==> src/rtl/keypad_scanner.sv <==
// keypad_scanner
//   Scans a 4x4 active-low matrix keypad. One column is driven low at a time.
//   The row inputs are synchronised into the clock domain and debounced, and
//   each accepted press is encoded as row*4 + col. The one-cycle key_valid
//   strobe enables the downstream operand/digit latches, and key_code feeds
//   their data inputs.
//
// Parameters
//   SCAN_DIV      clock cycles each column is driven before advancing (>= 4)
//   DEBOUNCE_CNT  consecutive stable cycles needed to accept a press or a
//                 release (>= 2)
//
// Ports
//   clk        system clock, rising edge
//   rstn       synchronous active-low reset
//   row_in     keypad rows, active-low, pulled up, asynchronous to clk
//   col_out    column drive, active-low, exactly one bit low
//   key_code   code of the last accepted key, held until the next press
//   key_valid  one-cycle pulse when a press is accepted
//   key_held   high from acceptance until the debounced release
module keypad_scanner #(
  parameter int unsigned SCAN_DIV     = 1000,
  parameter int unsigned DEBOUNCE_CNT = 200000
) (
  input  logic       clk,
  input  logic       rstn,
  input  logic [3:0] row_in,
  output logic [3:0] col_out,
  output logic [3:0] key_code,
  output logic       key_valid,
  output logic       key_held
);

  // Each counter only ever holds 0..N-1, so clog2(N) bits are always enough.
  localparam int unsigned DW = $clog2(SCAN_DIV);
  localparam int unsigned BW = $clog2(DEBOUNCE_CNT);

  localparam logic [DW-1:0] DWELL_LAST = DW'(SCAN_DIV - 1);
  localparam logic [BW-1:0] DEB_LAST   = BW'(DEBOUNCE_CNT - 1);
  localparam logic [DW-1:0] DWELL_ONE  = DW'(1);
  localparam logic [BW-1:0] DEB_ONE    = BW'(1);

  typedef enum logic [1:0] {
    SCAN,
    DEBOUNCE,
    HELD
  } state_t;

  state_t        state;
  logic [3:0]    sync1;
  logic [3:0]    rs;
  logic [1:0]    col_idx;
  logic [DW-1:0] dwell;
  logic [BW-1:0] cnt;
  logic [1:0]    row_cap;
  logic [1:0]    low_row;
  logic          row_bit;

  // Lowest-numbered low row wins when several keys share a column.
  always_comb begin
    casez (rs)
      4'b???0: low_row = 2'd0;
      4'b??01: low_row = 2'd1;
      4'b?011: low_row = 2'd2;
      default: low_row = 2'd3;
    endcase
  end

  // Synchronised level of the row that belongs to the captured key.
  always_comb begin
    row_bit = rs[row_cap];
  end

  // col_out is kept as its own register and rotated in lockstep with col_idx,
  // so it always equals ~(1 << col_idx) but drives the pins straight from
  // flops instead of through a decoder.
  always_ff @(posedge clk) begin
    if (!rstn) begin
      sync1     <= '1;
      rs        <= '1;
      state     <= SCAN;
      col_idx   <= '0;
      col_out   <= 4'b1110;
      dwell     <= '0;
      cnt       <= '0;
      row_cap   <= '0;
      key_code  <= '0;
      key_valid <= 1'b0;
      key_held  <= 1'b0;
    end else begin
      sync1     <= row_in;
      rs        <= sync1;
      key_valid <= 1'b0;

      unique case (state)
        // Rows are only looked at on the last dwell cycle, which lets the
        // synchroniser settle after every column change.
        SCAN: begin
          if (dwell == DWELL_LAST) begin
            dwell <= '0;
            if (rs == 4'b1111) begin
              col_idx <= col_idx + 2'd1;
              col_out <= {col_out[2:0], col_out[3]};
            end else begin
              row_cap <= low_row;
              cnt     <= '0;
              state   <= DEBOUNCE;
            end
          end else begin
            dwell <= dwell + DWELL_ONE;
          end
        end

        // Column stays frozen; any high sample abandons the press.
        DEBOUNCE: begin
          if (row_bit) begin
            state   <= SCAN;
            dwell   <= '0;
            col_idx <= col_idx + 2'd1;
            col_out <= {col_out[2:0], col_out[3]};
          end else if (cnt == DEB_LAST) begin
            key_code  <= {row_cap, col_idx};
            key_valid <= 1'b1;
            key_held  <= 1'b1;
            cnt       <= '0;
            state     <= HELD;
          end else begin
            cnt <= cnt + DEB_ONE;
          end
        end

        // Only the captured row is watched, so other keys pressed meanwhile
        // are invisible until scanning resumes.
        HELD: begin
          if (!row_bit) begin
            cnt <= '0;
          end else if (cnt == DEB_LAST) begin
            key_held <= 1'b0;
            cnt      <= '0;
            dwell    <= '0;
            state    <= SCAN;
            col_idx  <= col_idx + 2'd1;
            col_out  <= {col_out[2:0], col_out[3]};
          end else begin
            cnt <= cnt + DEB_ONE;
          end
        end

        default: begin
          state <= SCAN;
        end
      endcase
    end
  end

endmodule

==> config.mk <==
export PLATFORM = sky130hd
export DESIGN_NAME = keypad_scanner
export DESIGN_NICKNAME = d
export VERILOG_FILES = /design/src/rtl/keypad_scanner.sv
export SDC_FILE = /design/constraint.sdc
export NUM_CORES = 1
export LEC_CHECK = 0
export ABC_AREA = 1
export BUFFER_PORTS_ARGS = -buffer_cell sky130_fd_sc_hd__buf_4
export CAP_MARGIN = 20
export CELL_PAD_IN_SITES_DETAIL_PLACEMENT = 0
export CELL_PAD_IN_SITES_GLOBAL_PLACEMENT = 1
export CORE_MARGIN = 3
export CORE_UTILIZATION = 48
export CTS_BUF_LIST = sky130_fd_sc_hd__clkbuf_8
export DETAILED_ROUTE_END_ITERATION = 12
export PLACE_DENSITY = 0.87
export SYNTH_ARGS = -nofsm -noshare
export SYNTH_HDL_FRONTEND = slang
export SYNTH_SLANG_ARGS = --single-unit
==> constraint.sdc <==
create_clock -name clk -period 3.2 [get_ports clk]
set_input_delay 0.48 -clock clk [delete_from_list [all_inputs] [get_ports clk]]
set_output_delay 0.48 -clock clk [all_outputs]
set_load 0.01 [all_outputs]
; ---- Word level (Yosys, flattened, before mapping)
; Cells that the tools add are included.
[totals]
in_bits = 6
word_cells = 86
register_bits = 52
out_inout_bits = 10
[op_classes]
muxes = 39
reduce_logical = 11
add_sub_neg = 3
bitwise_logic = 5
n_lt_le_gt_ge = 1
n_eq_ne = 16
[ops]
columns = operator, count
row1 = 18-bit 2-to-1 mux, 5
row2 = 18-bit case mux with 3 select lines, 1
row3 = 10-bit 2-to-1 mux, 4
row4 = 10-bit case mux with 3 select lines, 1
row5 = 2-bit 2-to-1 mux, 11
row6 = 4-bit 2-to-1 mux, 5
row7 = 18-bit by 1-bit adder with 18-bit output (second input constant), 1
row8 = 18-bit equality test (second input constant), 1
row9 = 2-bit case mux with 3 select lines, 3
row10 = 2-bit != test (second input constant), 8
row11 = 4-bit case mux with 3 select lines, 1
row12 = 10-bit by 1-bit adder with 10-bit output (second input constant), 1
row13 = 10-bit equality test (second input constant), 1
row14 = 5-bit AND reduction, 2
row15 = 4-bit AND reduction, 2
row16 = 1-bit 2-to-1 mux, 6
row17 = 3-bit AND reduction, 2
row18 = 6-bit AND reduction, 1
row19 = 1-bit NOT, 5
row20 = 2-bit by 1-bit equality test with 1-bit output (second input constant), 2
row21 = 4-bit equality test (second input constant), 1
row22 = 3-bit by 2-bit equality test with 1-bit output (second input constant), 1
row23 = 2-bit by 3-bit < comparator with 1-bit output (second input constant), 1
row24 = 3-bit != test (second input constant), 1
row25 = 8 further kinds, 8

; ---- Depth between registers and ports, before layout
[logic_depth]
depth_word = 4
ltp_mapped = 13
mapped_depth_nobuf = 12

; ---- Worst setup path after synthesis
; OpenSTA, ideal clock, no wires.
[synth_timing]
path_type = reg2reg
from = reg cnt[0]
to = reg dwell[2]
path_slack_ns = 1.585
t_required_ns = 3.087
setup_ns = 0.113
arrival_ns = 1.502
period_less_slack_ns = 1.615
stages_incl_launch_ff = 12
path_cell_list = dfxtp_1 -> ha_1 -> nand3_2 -> nor2_2 -> nand2_1 -> nor2_1 -> nor2_1 -> nor2_4 -> buf_6 -> nand2_1 -> nand2_1 -> nor2_1
[synth_via]
elab_chain_len = 3
[synth_lines]
columns = element, line_no
row1 = from (decl), 54  ; logic [BW-1:0] cnt;
row2 = from (signal assigned), 128  ; cnt <= cnt + DEB_ONE;
row3 = from (signal assigned), 145  ; cnt <= cnt + DEB_ONE;
row4 = 18-bit equality test, 137  ; end else if (cnt == DEB_LAST) begin
row5 = 2-bit != test (no line), -
row6 = 4-bit AND reduction (no line), -
row7 = to (signal assigned), 110  ; dwell <= dwell + DWELL_ONE;
row8 = to (decl), 53  ; logic [DW-1:0] dwell;
; No other way between the ends.
; A chain may end at the register's enable or synchronous reset.

; ---- Worst setup path in the final report
[layout_timing]
from = reg dwell[0]
to = reg cnt[0]
[layout_via]
elab_chain_len = 3
[layout_lines]
columns = element, line_no
row1 = 10-bit equality test, 99  ; if (dwell == DWELL_LAST) begin
row2 = 2-bit != test (no line), -
row3 = 4-bit AND reduction (no line), -
; No other way between the ends.

==> results.md <==
- Die ar.: 7207 um2
- Slowest cell on the critical path: dfxtp_1
- Max clock buf depth: 2
- Tightest Hold Check Type: in2reg
- CP Max Fanout: 15
- Status: complete, no violations
- Routability cong.: 0.8672
- DR WL/cell: 11.81 um
- Smallest hold slack: 0.3474 ns
- Worst-path cell chain: ha_1 > nand2_1 > nor2_1 > nand3_2 > nand2_2 > nand2_2 > nor2_4 > nand2_1 > nand2_2 > nor2_1
- Diode count: 0
- CP Launch Point: dwell[0]$_SDFFE_PN0P_
- Core ar.: 5991 um2
- Leak: 1.455 nW
- Hpwl dp: 4859 um
- IO Pins: 16
- Share of layout cells above drive strength 1: 11.81%
- Synth unique cells: 27
- Cts hold-fix bufs: 0
- Initial Util: 49.87%
- DR pass1 iterations: 4
- Synth area leader: dfxtp_1
- Cell Area, Placed: 3131 um2
- Initial antenna violation count: 0
- Crit. path cell count: 10
- Synth top area cells: dfxtp_1 35%, nand2_1 18%, nor2_1 8.9%, inv_1 8.2%, nand3_1 7.9%
- Crit-path leading delay family: simple AND/OR/NAND/NOR gates
- CTS Buf Count: 5
- Crit end category: flip-flop
- Number of flops mapped to enable cells by yosys: 0
- Max Fclk: 477.5 MHz
- Clk pwr share: 39.9%
- RSZ-0062 raised after global routing: no
- Die height: 84.90 um
- Final wirelength: 6682 um
- Fin Setup TNS: 0 ns
- CTS H-tree depth: 2
- Worst reg2reg path depth: 10
- Mapped cell area: 2988 um2
- Sequential share of power: 56.5%
- Slowest cell delay on critical path: 0.38 ns
- Internal: 0.0009067 W
- Setup bufs post-CTS: 0
- Clock tree from TritonCTS: built
- DR vias/cell: 4.860
- Syn avg cell area: 6.277 um2
- Synth warn: 0
- Fin. Hold Viols: 0
- Worst Skew: 0.009394 ns
- Bufs and invs on worst path: 0
- Number of max-cap violations: 0
- Reg2reg setup slack: 1.11 ns
- DRT antenna net count: 0
- DR iter-0 viols: 109
- WP data required: 3.40 ns
- Post-synth top area share: 34.84%
- Max IR drop VDD: 0.2177 mV
- Final Setup Violations: 0
- Via count: 2751
- Worst EP arrival: 2.30 ns
- Primary FF master, synth: dfxtp_1
- Slew margin rel.: 63.88%
- Tmin final: 2.094 ns
- Crit-path most repeated cell: nand2_2
- All-Layer GR Usage: 20.02%
- FP Rows: 28
- Register area share after synthesis: 34.84%
- Critical path destination: cnt[0]$_SDFFE_PN0P_
- Worst R2R End: cnt[0]$_SDFFE_PN0P_
- Max Slew Vio Count: 0
- Synth-to-layout area growth: 8.668%
- Final #Nets: 502
- Switch Pwr: 0.0002602 W
- Gate power share: 3.6%
- CP Class: reg2reg
- Post-CTS sizing: 0
- Startpoint types: flip-flop
- Synth async-reset ratio: 0%
- Final Cell Area: 3247 um2
- Remaining Overflow, GRT: 0
- Sw Share: 22.30%
- First-pass GRT wire length: 11910 um
- Pwr/cell area: 359.4 nW/um2
- Syn Inst Count: 476
- Clock root cell: clkbuf_8
- Crit share post-route: 65.44%
- Post-synthesis net count: 488
- Yosys reg bits: 52
- Worst-skew pair later-pin latency: 0.31 ns
- Clock sinks: 52
- DRC errors left: 0
- Die Width: 84.90 um
- Crit Reg-Reg Startpoint: dwell[0]$_SDFFE_PN0P_
- Worst Tran Pin Value: 0.5398 ns
- Port Buf Inserts: 15
- Largest net degree at the start of global routing: 31
- Vias in the first global route: 2622
- Clock-pin slew on the worst setup and hold paths: 0.10 ns
[registers in the layout, indices dropped and copies added (netlist names)]
register,flops
key_valid,1
key_code,4
sync1,4
col_idx,2
rs,4
col_out,4
key_held,1
dwell,10
row_cap,2
state,2
cnt,18
[cell families after synthesis]
logic type | after synthesis | synth area share, %
flip-flops | 52 | 34.84
buffers and inverters | 76 | 10.80
AND/OR/NAND/NOR | 304 | 44.85
AO/OA/AOI/OAI | 37 | 6.700
XOR/XNOR | 1 | 0.2932
adder cells (fa/ha/maj) | 6 | 2.512
[area by class of cell]
type / count / area (um2)
inverters: 67 / 251.5
flip-flops and latches: 52 / 1041
multi-input cells: 348 / 1624
fillers: 644 / 2744
well taps: 75 / 93.84
repair buffers: 16 / 120.1
clock inverters: 3 / 47.55
clock buffers: 5 / 68.82
[cells in the mapped netlist, types with 2 or more instances]
library cell,instances
a21oi_1,15
a21oi_2,3
buf_6,3
clkbuf_1,4
dfxtp_1,52
ha_1,6
inv_1,65
inv_2,2
nand2_1,142
nand2_2,7
nand3_1,47
nand3_2,6
nand4_1,4
nor2_1,71
nor2_2,4
nor2_4,2
nor3_1,10
o21ai_0,17
or2_2,8
[power groups by stage]
stage               combinational, W  sequential, W  clock (W)
floorplan                  0.0000310       0.000673          0
CTS                        0.0000426       0.000659   0.000482
global route               0.0000502       0.000661   0.000506
detailed placement         0.0000423       0.000674          0
finish                     0.0000421       0.000659   0.000466
global placement           0.0000415       0.000674          0
[metal layers]
layer	wire length (um)	GRT usage (%)	up-vias
met5	0	0	-
met4	59	4.604	0
met3	190	3.301	6
met2	3113	34.73	37
met1	3319	26.09	1204
li1	-	-	1504
[how the worst min path moves through the flow]
stage | slack [ns] | endpoint | cells past startpoint | start
after CTS | 0.34 | sync1[3]$_SDFF_PN1_ | 2 | row_in[3]
after floorplan | 0.39 | rs[0]$_SDFF_PN1_ | 1 | sync1[0]$_SDFF_PN1_
after global routing | 0.34 | sync1[3]$_SDFF_PN1_ | 2 | row_in[3]
after detailed placement | 0.40 | rs[3]$_SDFF_PN1_ | 1 | sync1[3]$_SDFF_PN1_
final | 0.35 | sync1[3]$_SDFF_PN1_ | 2 | row_in[3]
after global placement | 0.39 | rs[0]$_SDFF_PN1_ | 1 | sync1[0]$_SDFF_PN1_
[layout by cell type (no fill, tap or decap), drive strengths merged]
master	count
a211oi	1
a21oi	18
a31oi	1
buf	16
bufinv	1
clkbuf	5
clkinv	2
dfxtp	52
ha	6
inv	67
nand2	149
nand3	53
nand3b	2
nand4	4
nor2	77
nor3	11
o21ai	17
or2	8
xnor2	1
[worst register-to-register path, stage by stage, from the launching register on]
cell and delay [ns]:
dfxtp_1 0.38, ha_1 0.19, nand2_1 0.11, nor2_1 0.13, nand3_2 0.13, nand2_2 0.10
nand2_2 0.06, nor2_4 0.31, nand2_1 0.28, nand2_2 0.24, nor2_1 0.07
[through the flow]
step / power (W) / std cells / setup slack [ns] / util [%]
floorplan: 0.0007039 / 476 / 1.585 / -
global placement: 0.0007152 / 558 / 1.139 / 52.26
detailed placement: 0.0007163 / 558 / 1.110 / 52.26
CTS: 0.001184 / 566 / 1.097 / 54.20
global route: 0.001217 / 566 / 0.8675 / 54.20
finish: 0.001167 / 566 / 1.106 / 54.20
No activity file was read; power rests on OpenSTA's default activity.
